File: config.mk
export PLATFORM = sky130hd
export DESIGN_NAME = ex_mdu
export DESIGN_NICKNAME = d
export VERILOG_FILES = /design/src/rtl/mdu_pkg.sv /design/src/rtl/mdu_divider.sv /design/src/rtl/ex_mdu.sv
export SDC_FILE = /design/constraint.sdc
export NUM_CORES = 1
export LEC_CHECK = 0
export CAP_MARGIN = 20
export CORE_ASPECT_RATIO = 0.6
export CORE_MARGIN = 2
export CORE_UTILIZATION = 50
export DETAILED_ROUTE_END_ITERATION = 8
export HOLD_SLACK_MARGIN = 0.08
export PLACE_DENSITY = 0.69
export SLEW_MARGIN = 10
export SYNTH_ARGS = -nofsm -noshare
export SYNTH_HDL_FRONTEND = slang
export SYNTH_SLANG_ARGS = --single-unit
File: constraint.sdc
create_clock -name clk -period 12.3 [get_ports clk]
set_input_delay 1.845 -clock clk [delete_from_list [all_inputs] [get_ports clk]]
set_output_delay 1.845 -clock clk [all_outputs]
set_load 0.01 [all_outputs]
File: src/rtl/mdu_pkg.sv
// Shared definitions for the RV32M multiply/divide unit: funct3 op codes and FSM encoding.
package mdu_pkg;

    localparam logic [2:0] MUL    = 3'b000;
    localparam logic [2:0] MULH   = 3'b001;
    localparam logic [2:0] MULHSU = 3'b010;
    localparam logic [2:0] MULHU  = 3'b011;
    localparam logic [2:0] DIV    = 3'b100;
    localparam logic [2:0] DIVU   = 3'b101;
    localparam logic [2:0] REM    = 3'b110;
    localparam logic [2:0] REMU   = 3'b111;

    typedef enum logic [1:0] {
        IDLE = 2'd0,
        BUSY = 2'd1,
        DONE = 2'd2
    } mdu_state_e;

endpackage

File: src/rtl/mdu_divider.sv
// Iterative unsigned restoring divider, one quotient bit per step.
// quotient/remainder show the values the registers take if this cycle steps.
module mdu_divider #(
    parameter int XLEN = 32
) (
    input  logic            clk,
    input  logic            rst,
    input  logic            load,
    input  logic            step,
    input  logic [XLEN-1:0] dividend,
    input  logic [XLEN-1:0] divisor,
    output logic [XLEN-1:0] quotient,
    output logic [XLEN-1:0] remainder
);

    logic [XLEN-1:0] quo_reg;
    logic [XLEN-1:0] rem_reg;
    logic [XLEN-1:0] dsr_reg;
    logic [XLEN:0]   trial;
    logic [XLEN:0]   diff;
    logic            fits;
    logic [XLEN-1:0] quo_next;
    logic [XLEN-1:0] rem_next;

    // The partial remainder is always below the divisor, so a failed trial fits in XLEN bits.
    assign trial    = {rem_reg, quo_reg[XLEN-1]};
    assign diff     = trial - {1'b0, dsr_reg};
    assign fits     = ~diff[XLEN];
    assign rem_next = fits ? diff[XLEN-1:0] : trial[XLEN-1:0];
    assign quo_next = {quo_reg[XLEN-2:0], fits};

    assign quotient  = quo_next;
    assign remainder = rem_next;

    always_ff @(posedge clk or posedge rst) begin
        if (rst) begin
            quo_reg <= '0;
            rem_reg <= '0;
            dsr_reg <= '0;
        end else if (load) begin
            quo_reg <= dividend;
            rem_reg <= '0;
            dsr_reg <= divisor;
        end else if (step) begin
            quo_reg <= quo_next;
            rem_reg <= rem_next;
        end
    end

endmodule

File: src/rtl/ex_mdu.sv
// Iterative RV32M multiply/divide unit at the EX end of ID/EX; stalls upstream until done.
// Define MDU_FAST_MUL_EN for single-cycle MUL* ops (DIV/REM stay iterative).
module ex_mdu
    import mdu_pkg::*;
#(
    parameter int XLEN = 32
) (
    input  logic            clk,
    input  logic            rst,
    input  logic            start,
    input  logic [2:0]      funct3,
    input  logic [XLEN-1:0] op_a,
    input  logic [XLEN-1:0] op_b,
    input  logic            kill,
    output logic            stall,
    output logic            busy,
    output logic            result_valid,
    output logic [XLEN-1:0] result
);

    localparam int              CW       = $clog2(XLEN);
    localparam logic [CW-1:0]   LAST_CNT = CW'(XLEN - 1);
    localparam logic [XLEN-1:0] INT_MIN  = {1'b1, {(XLEN-1){1'b0}}};

    mdu_state_e        state_reg;
    logic [CW-1:0]     cnt_reg;
    logic [2:0]        funct3_reg;
    logic              neg_reg;
    logic [XLEN-1:0]   mcand_reg;
    logic [2*XLEN-1:0] prod_reg;
    logic [XLEN-1:0]   result_reg;
    logic              result_valid_reg;

    logic              a_signed, b_signed, a_neg, b_neg, neg_next;
    logic [XLEN-1:0]   a_mag, b_mag;
    logic              div_zero, div_ovf, special;
    logic [XLEN-1:0]   special_res;
    logic [XLEN:0]     mul_sum;
    logic [2*XLEN-1:0] prod_step;
    logic [XLEN-1:0]   quotient, remainder, mul_res, div_res;

    function automatic logic [XLEN-1:0] mul_fix(input logic [2*XLEN-1:0] p,
                                                input logic neg, input logic [2:0] f);
        logic [2*XLEN-1:0] s;
        s = neg ? -p : p;
        case (f)
            MULH, MULHSU, MULHU: mul_fix = s[2*XLEN-1:XLEN];
            default:             mul_fix = s[XLEN-1:0];
        endcase
    endfunction

    // Operate on magnitudes; the recorded sign is applied once at the end.
    assign a_signed = (funct3 != MULHU) && (funct3 != DIVU) && (funct3 != REMU);
    assign b_signed = a_signed && (funct3 != MULHSU);
    assign a_neg    = a_signed & op_a[XLEN-1];
    assign b_neg    = b_signed & op_b[XLEN-1];
    assign a_mag    = a_neg ? -op_a : op_a;
    assign b_mag    = b_neg ? -op_b : op_b;
    assign neg_next = (funct3 == REM) ? a_neg : (a_neg ^ b_neg);

    assign div_zero    = (op_b == '0);
    assign div_ovf     = ((funct3 == DIV) || (funct3 == REM)) && (op_a == INT_MIN) && (op_b == '1);
    assign special     = funct3[2] && (div_zero || div_ovf);
    assign special_res = div_zero ? (funct3[1] ? op_a : '1) : (funct3[1] ? '0 : INT_MIN);

    // Shift-add multiply: the multiplier sits in the low half and shifts out as the product shifts in.
    assign mul_sum   = {1'b0, prod_reg[2*XLEN-1:XLEN]} + (prod_reg[0] ? {1'b0, mcand_reg} : '0);
    assign prod_step = {mul_sum, prod_reg[XLEN-1:1]};
    assign mul_res   = mul_fix(prod_step, neg_reg, funct3_reg);
    assign div_res   = funct3_reg[1] ? (neg_reg ? -remainder : remainder)
                                     : (neg_reg ? -quotient  : quotient);

`ifdef MDU_FAST_MUL_EN
    logic [2*XLEN-1:0] fast_prod;
    assign fast_prod = {{XLEN{1'b0}}, a_mag} * {{XLEN{1'b0}}, b_mag};
`endif

    mdu_divider #(.XLEN(XLEN)) u_divider (
        .clk      (clk),
        .rst      (rst),
        .load     ((state_reg == IDLE) && start),
        .step     ((state_reg == BUSY) && funct3_reg[2]),
        .dividend (a_mag),
        .divisor  (b_mag),
        .quotient (quotient),
        .remainder(remainder)
    );

    always_ff @(posedge clk or posedge rst) begin
        if (rst) begin
            state_reg        <= IDLE;
            cnt_reg          <= '0;
            funct3_reg       <= '0;
            neg_reg          <= 1'b0;
            mcand_reg        <= '0;
            prod_reg         <= '0;
            result_reg       <= '0;
            result_valid_reg <= 1'b0;
        end else begin
            result_valid_reg <= 1'b0;
            if (kill) begin
                state_reg <= IDLE;
            end else begin
                case (state_reg)
                    IDLE: if (start) begin
                        funct3_reg <= funct3;
                        neg_reg    <= neg_next;
                        mcand_reg  <= a_mag;
                        prod_reg   <= {{XLEN{1'b0}}, b_mag};
                        cnt_reg    <= '0;
                        if (special) begin
                            state_reg        <= DONE;
                            result_valid_reg <= 1'b1;
                            result_reg       <= special_res;
`ifdef MDU_FAST_MUL_EN
                        end else if (!funct3[2]) begin
                            state_reg        <= DONE;
                            result_valid_reg <= 1'b1;
                            result_reg       <= mul_fix(fast_prod, neg_next, funct3);
`endif
                        end else begin
                            state_reg <= BUSY;
                        end
                    end
                    BUSY: begin
                        cnt_reg <= cnt_reg + CW'(1);
                        if (!funct3_reg[2]) prod_reg <= prod_step;
                        if (cnt_reg == LAST_CNT) begin
                            state_reg        <= DONE;
                            result_valid_reg <= 1'b1;
                            result_reg       <= funct3_reg[2] ? div_res : mul_res;
                        end
                    end
                    // start still shows the finished instruction here, so it is ignored.
                    DONE:    state_reg <= IDLE;
                    default: state_reg <= IDLE;
                endcase
            end
        end
    end

    assign busy         = (state_reg == BUSY);
    assign stall        = ((state_reg == IDLE) && start && !kill) || (state_reg == BUSY);
    assign result_valid = result_valid_reg;
    assign result       = result_reg;

endmodule
After elaboration in Yosys (flattened, before gate mapping) --
Index checks and enable logic that the tools add are counted.
Cells by class: $add $sub $neg 8, $mul 0, divide/modulo/power cells 0, order comparisons 0, equal/unequal tests 19, shifts and indexed selects 0, muxes and demuxes 37, bitwise operators 5, reductions and logical operators 23
Operator list (count):
- $mux W32 | 19
- $mux W64 | 3
- $neg A32 Y32 | 4
- $pmux W64 S2 | 1
- $eq A32 B32 Y1 const B | 2
- $neg A64 Y64 | 1
- $pmux W32 S2 | 1
- $add A32 B32 Y33 | 1
- $sub A33 B32 Y33 | 1
- $logic_not A32 Y1 | 1
- $pmux W5 S2 | 1
- $logic_and A1 B1 Y1 | 9
- $ne A3 B2 Y1 const B | 3
- $ne A3 B3 Y1 const B | 3
- $mux W2 | 4
- $eq A3 B2 Y1 const B | 2
- $eq A3 B3 Y1 const B | 2
- $ne A2 B2 Y1 const B | 3
- $reduce_and A3 Y1 | 2
- $add A5 B1 Y5 const B | 1
- $eq A5 B5 Y1 const B | 1
- $mux W1 | 5
- $mux W5 | 1
- $reduce_and A5 Y1 | 1
- 15 further kinds | 20
Storage, ports and cells: register bits 236, latch bits 0, memory bits (writable) 0, ROM bits 0, input bits 71, output and inout bits 35, word-level logic and storage cells 103, memories 0

Longest topological paths before layout --
word-level depth 10, mapped depth 25, gate-level depth less buffers 22

Cells and area by module --
Synthesis repeated with hierarchy kept, for this count alone.
Second synthesis, totals: cells, all modules 2486, area total of the unflattened synthesis 19790.2 sq um
Modules (own cells, without submodules):
- ex_mdu | instances 1, cells an instance 1739, area an instance 13177.6 sq um, seq. area each 3503.4 sq um
- mdu_divider | instances 1, cells an instance 747, area an instance 6612.6 sq um, seq. area each 2402.3 sq um

Least setup slack after synthesis --
Ideal clock, no wire load.
path type register to register, start point register u_divider.quo_reg[31], end point register result_reg[26], in the netlist result[26], setup time 0.126 ns, arrival time 5.297 ns, data required time 12.174 ns, slack 6.877 ns, stages on the path, launching flop included 26, path buffers 3, clock period less this slack 5.423 ns, cell sequence dfrtp_1 inv_1 ha_1 inv_1 fa_1 a211oi_1 o211ai_1 nand3_1 a21oi_1 nor3_1 nor2_1 inv_1 buf_1 clkbuf_1 nor2_1 a21oi_1 ha_1 nand2_1 a21oi_1 a41oi_1 or2_2 clkbuf_1 o41ai_1 xnor2_1 a21oi_1 o32a_1
On the way: cells in the longest elaborated chain, start to end 8, elaborated cells on any way between the ends 11, those cells by class add/sub (3); mux (7); bitwise (1)
RTL lines:
- start: declaration | RTL line mdu_divider.sv:16 | logic [XLEN-1:0] quo_reg;
- start signal: assignment | RTL line mdu_divider.sv:41 | quo_reg <= dividend;
- start signal: assignment | RTL line mdu_divider.sv:45 | quo_reg <= quo_next;
- $sub A33 B32 Y33 | RTL line mdu_divider.sv:27 | assign diff = trial - {1'b0, dsr_reg};
- $mux W32 / $not A1 Y1 (equally long branches) | RTL line mdu_divider.sv:29, mdu_divider.sv:28
- $neg A32 Y32, on equally long branches | RTL line ex_mdu.sv:70, ex_mdu.sv:71
- $mux W32, on equally long branches | RTL line ex_mdu.sv:70, ex_mdu.sv:71
- $mux W32 * | RTL line ex_mdu.sv:70 | assign div_res = funct3_reg[1] ? (neg_reg ? -remainder : remainder)
- $mux W32 * | RTL line ex_mdu.sv:131 | result_reg <= funct3_reg[2] ? div_res : mul_res;
- $mux W32 * | RTL line ex_mdu.sv:128 | if (cnt_reg == LAST_CNT) begin
- $pmux W32 S2 * | RTL line ex_mdu.sv:104 | case (state_reg)
- end signal: assignment | RTL line ex_mdu.sv:114 | result_reg <= special_res;
- end signal: assignment | RTL line ex_mdu.sv:131
- end: declaration | RTL line ex_mdu.sv:31 | logic [XLEN-1:0] result_reg;
Every way passes the cells marked *; elsewhere a longest branch is shown, timed or not. The select of a mux whose other input is x is not followed. A chain may end at the register's enable or synchronous reset.

Final worst setup path --
start point input port op_b[0], end point register result_reg[30], in the netlist result[30]
On the way: cells in the longest elaborated chain, start to end 6, elaborated cells on any way between the ends 11, those cells by class eq/ne (2); mux (4); reduce/logical (5)
RTL lines:
- start: declaration | RTL line ex_mdu.sv:13 | input logic [XLEN-1:0] op_b,
- $eq A32 B32 Y1 | RTL line ex_mdu.sv:62 | assign div_ovf = ((funct3 == DIV) || (funct3 == REM)) && (op_a == INT_MIN) && (op_b == '1);
- $logic_and A1 B1 Y1 | RTL line ex_mdu.sv:62
- $logic_or A1 B1 Y1 | RTL line ex_mdu.sv:63 | assign special = funct3[2] && (div_zero || div_ovf);
- $logic_and A1 B1 Y1 | RTL line ex_mdu.sv:63
- $ne A2 B2 Y1 (no source line)
- $reduce_and A5 Y1 (no source line)
Parallel ways exist; a longest one is shown, timed or not. The select of a mux whose other input is x is not followed.

==> run metrics <==
critical path required time=~13 ns; post-synth top area cell=dfrtp_1; worst hold start=mcand_reg[6]; GPL Wtd Cong=1.02; Multi-input gate area=around 12,000 um^2; layout cell share with drive strength beyond 1=0.0494; Netlist cell types=81; worst min-delay path class=reg -> reg; #FFs+latches synth=236; CTS tree=yes; largest cells by area after synthesis=dfrtp_1 31%, o21ai_0 8.5%, nand2_1 6.1%, xor2_1 5.4%, ha_1 4.7%; Hold Vio Cnt, Final=0; Setup Total Neg Slack=0 ns; Setup Fix Bufs, Post-CTS=0; row cnt=55; die area=approximately 40,000 um^2; Synth Warn #=0; Fmax=approximately 150 MHz; max_slew headroom=0.249; RSZ-0062 raised after global routing=no; clock sink total=roughly 240; clock latency on the worst-skew pair=0.58 ns; crit path cell chain=clkdlybuf4s50_1 > inv_1 > ha_1 > or3b_2 > nor4_1 > nand2_1 > nor4_1 > nand2_1 > nor3_1 > a21oi_1 > o21ai_0 > nand2_1 > buf_4 > inv_2 > o2111ai_1 > o32a_1; synthesized instance count=2,418; DR DRC count=0; post-route antenna net violation count=0; # fillers=between 3,000 and 4,000; DRT iter0 DRCs=2,830; EDFF count, synth=0; global-route wire length before repair=between 100 and 150 mm; Post-CTS Resized=0; clock slew at reported path FFs=0.07 ns; met3 WL=10.8 mm; Root Buffer=clkbuf_16; final WL=75.6 mm; Tmin final=about 6.5 ns; total CTS buffers=25; Post-DP HPWL=just under 60 mm; Place WS=between 5 and 6 ns; number of global-route vias before repair=approximately 18,000; Critical-path top delay cell=inv_2; met2 WL=around 28 mm; ys async rst share=1.00; Synth top area share=0.309; Congestion Overflow GR=0; initial antenna violation count=1; Crit path largest cell delay=around 0.63 ns; Setup crit end kind=register; via count=roughly 19,000; Seq/Total Area, Yosys=0.309; outcome=finished, final reports clean; crit-path max FO=45; Final Worst Setup Slack=between 5 and 6 ns; Setup CP Type=in -> reg; worst-case clock buffer depth=3; Post-CTS Hold Buffers=0; # nets final=roughly 2,600; Slew Limit Fails=0; Worst VDD drop=approximately 0.096 mV; drt wl/cell=between 20 and 30 um; sequential cell area=5910 um^2; Final setup viols=0; largest net degree at the start of global routing=just under 100; global-route usage over all layers=0.372; Clock Skew=~0.024 ns; die span in x=between 200 and 300 um; Port Buffer Count=~110; I/O pin count=106; Worst-Margin Slew=between 1 and 1.5 ns; Final period util=0.527; Commonest cells post-synth=325 x o21ai_0, 309 x nand2_1, 236 x dfrtp_1; Largest register FFs=64; Post-Syn Area per Cell=7.90 um^2; Pre-antenna DRT Iters=6; Core Util, Final=0.567; wl on met1=between 30 and 40 mm; initial core utilization=0.508; static leakage=just under 9 nW; CP most frequent cell=nand2_1; Die Y=around 160 um; DR top layer=met5; RR Startpoint=u_divider.dsr_reg[0]; top-count cell post-synth=o21ai_0; Pwr Density=between 100 and 150 nW/um^2; Area Growth Syn to Fin=11.7%; n_diodes=0; Via density=about 6.6; Synth Flop Type=dfrtp_1; Net Count, Synth=between 2,000 and 3,000; core area=approximately 38,000 um^2; Setup crit start=op_b[0]; CP arrival=6.94 ns; startpoint type of the worst setup path=primary input; Synth Cell Area=around 19,000 um^2; H-tree Lvls=1; hold_ws=approximately 0.47 ns; MaxCap Viol Count=0
==> logic make-up after synthesis <==
family / share of synthesized area
AO/OA/AOI/OAI: 0.275
AND/OR/NAND/NOR: 0.200
flip-flops: 0.309
XOR/XNOR: 0.0995
buffers and inverters: 0.0438
adder cells (fa/ha/maj): 0.0492
multiplexers: 0.0236
==> through the flow <==
step	std cells	power [mW]	area (um^2)
2_1_floorplan	2418	1.73	19100
3_3_place_gp	2915	2.13	20500
3_5_place_dp	2916	2.14	20500
4_1_cts	2962	2.95	21300
5_1_grt	2963	3.12	21300
6_report	2963	3.00	21300
==> area by class of cell <==
class,count,share of cell area
clock inverters,15,0.00704
inverters,68,0.0123
well taps,513,0.0301
repair buffers,135,0.0606
multi-input cells,1965,0.581
clock buffers,31,0.0322
flip-flops and latches,236,0.277
==> where the power goes <==
part	internal, mW	total (mW)	switching (mW)
clock network	0.443	0.807	0.363
registers	0.880	1.02	0.145
logic	0.396	1.16	0.768
==> worst paths after layout <==
path | to | slack [ns] | depth (start not counted)
worst max register to register | result[26] | 6.10 | 20
max in group asynchronous | result[25] | 8.78 | 4
worst min-delay path | mcand_reg[6] | 0.47 | 2
min in group asynchronous | prod_reg[25] | 1.77 | 2
worst max-delay path | result[30] | 5.81 | 16
worst min register to register | mcand_reg[6] | 0.47 | 2
==> routing by layer <==
layer  vias to the layer above  global-route usage
met1                      9432               0.575
met4                         2              0.0554
li1                       8832                   -
met3                        82               0.145
met5                         -              0.0290
met2                      1110               0.480
==> layout by cell type (no fill, tap or decap), drive strengths merged, types with 10 or more instances in the layout <==
cell type        n
a211oi          21
a21o            21
a21oi          162
a221oi          11
a22o            37
a22oi           34
a31oi           19
a41oi           10
and2            46
and3            11
and4            11
buf             30
clkbuf          31
clkdlybuf4s50  105
dfrtp          236
ha              72
inv             70
mux2i           35
nand2          309
nand2b          18
nand3           30
nand4           30
nor2           173
nor3            55
nor4            18
o211ai          27
o21a            18
o21ai          329
o31ai           48
o41ai           22
or2             13
or3             25
or4             21
xnor2          100
xor2           117
==> critical path: cells and delay by family <==
kind / cells / cell delay [ns]
buffers and inverters: 4 / 1.45
adder cells (fa/ha/maj): 1 / 0.17
AO/OA/AOI/OAI: 4 / 0.88
AND/OR/NAND/NOR: 7 / 2.55
(Power assumes the default switching activity.)
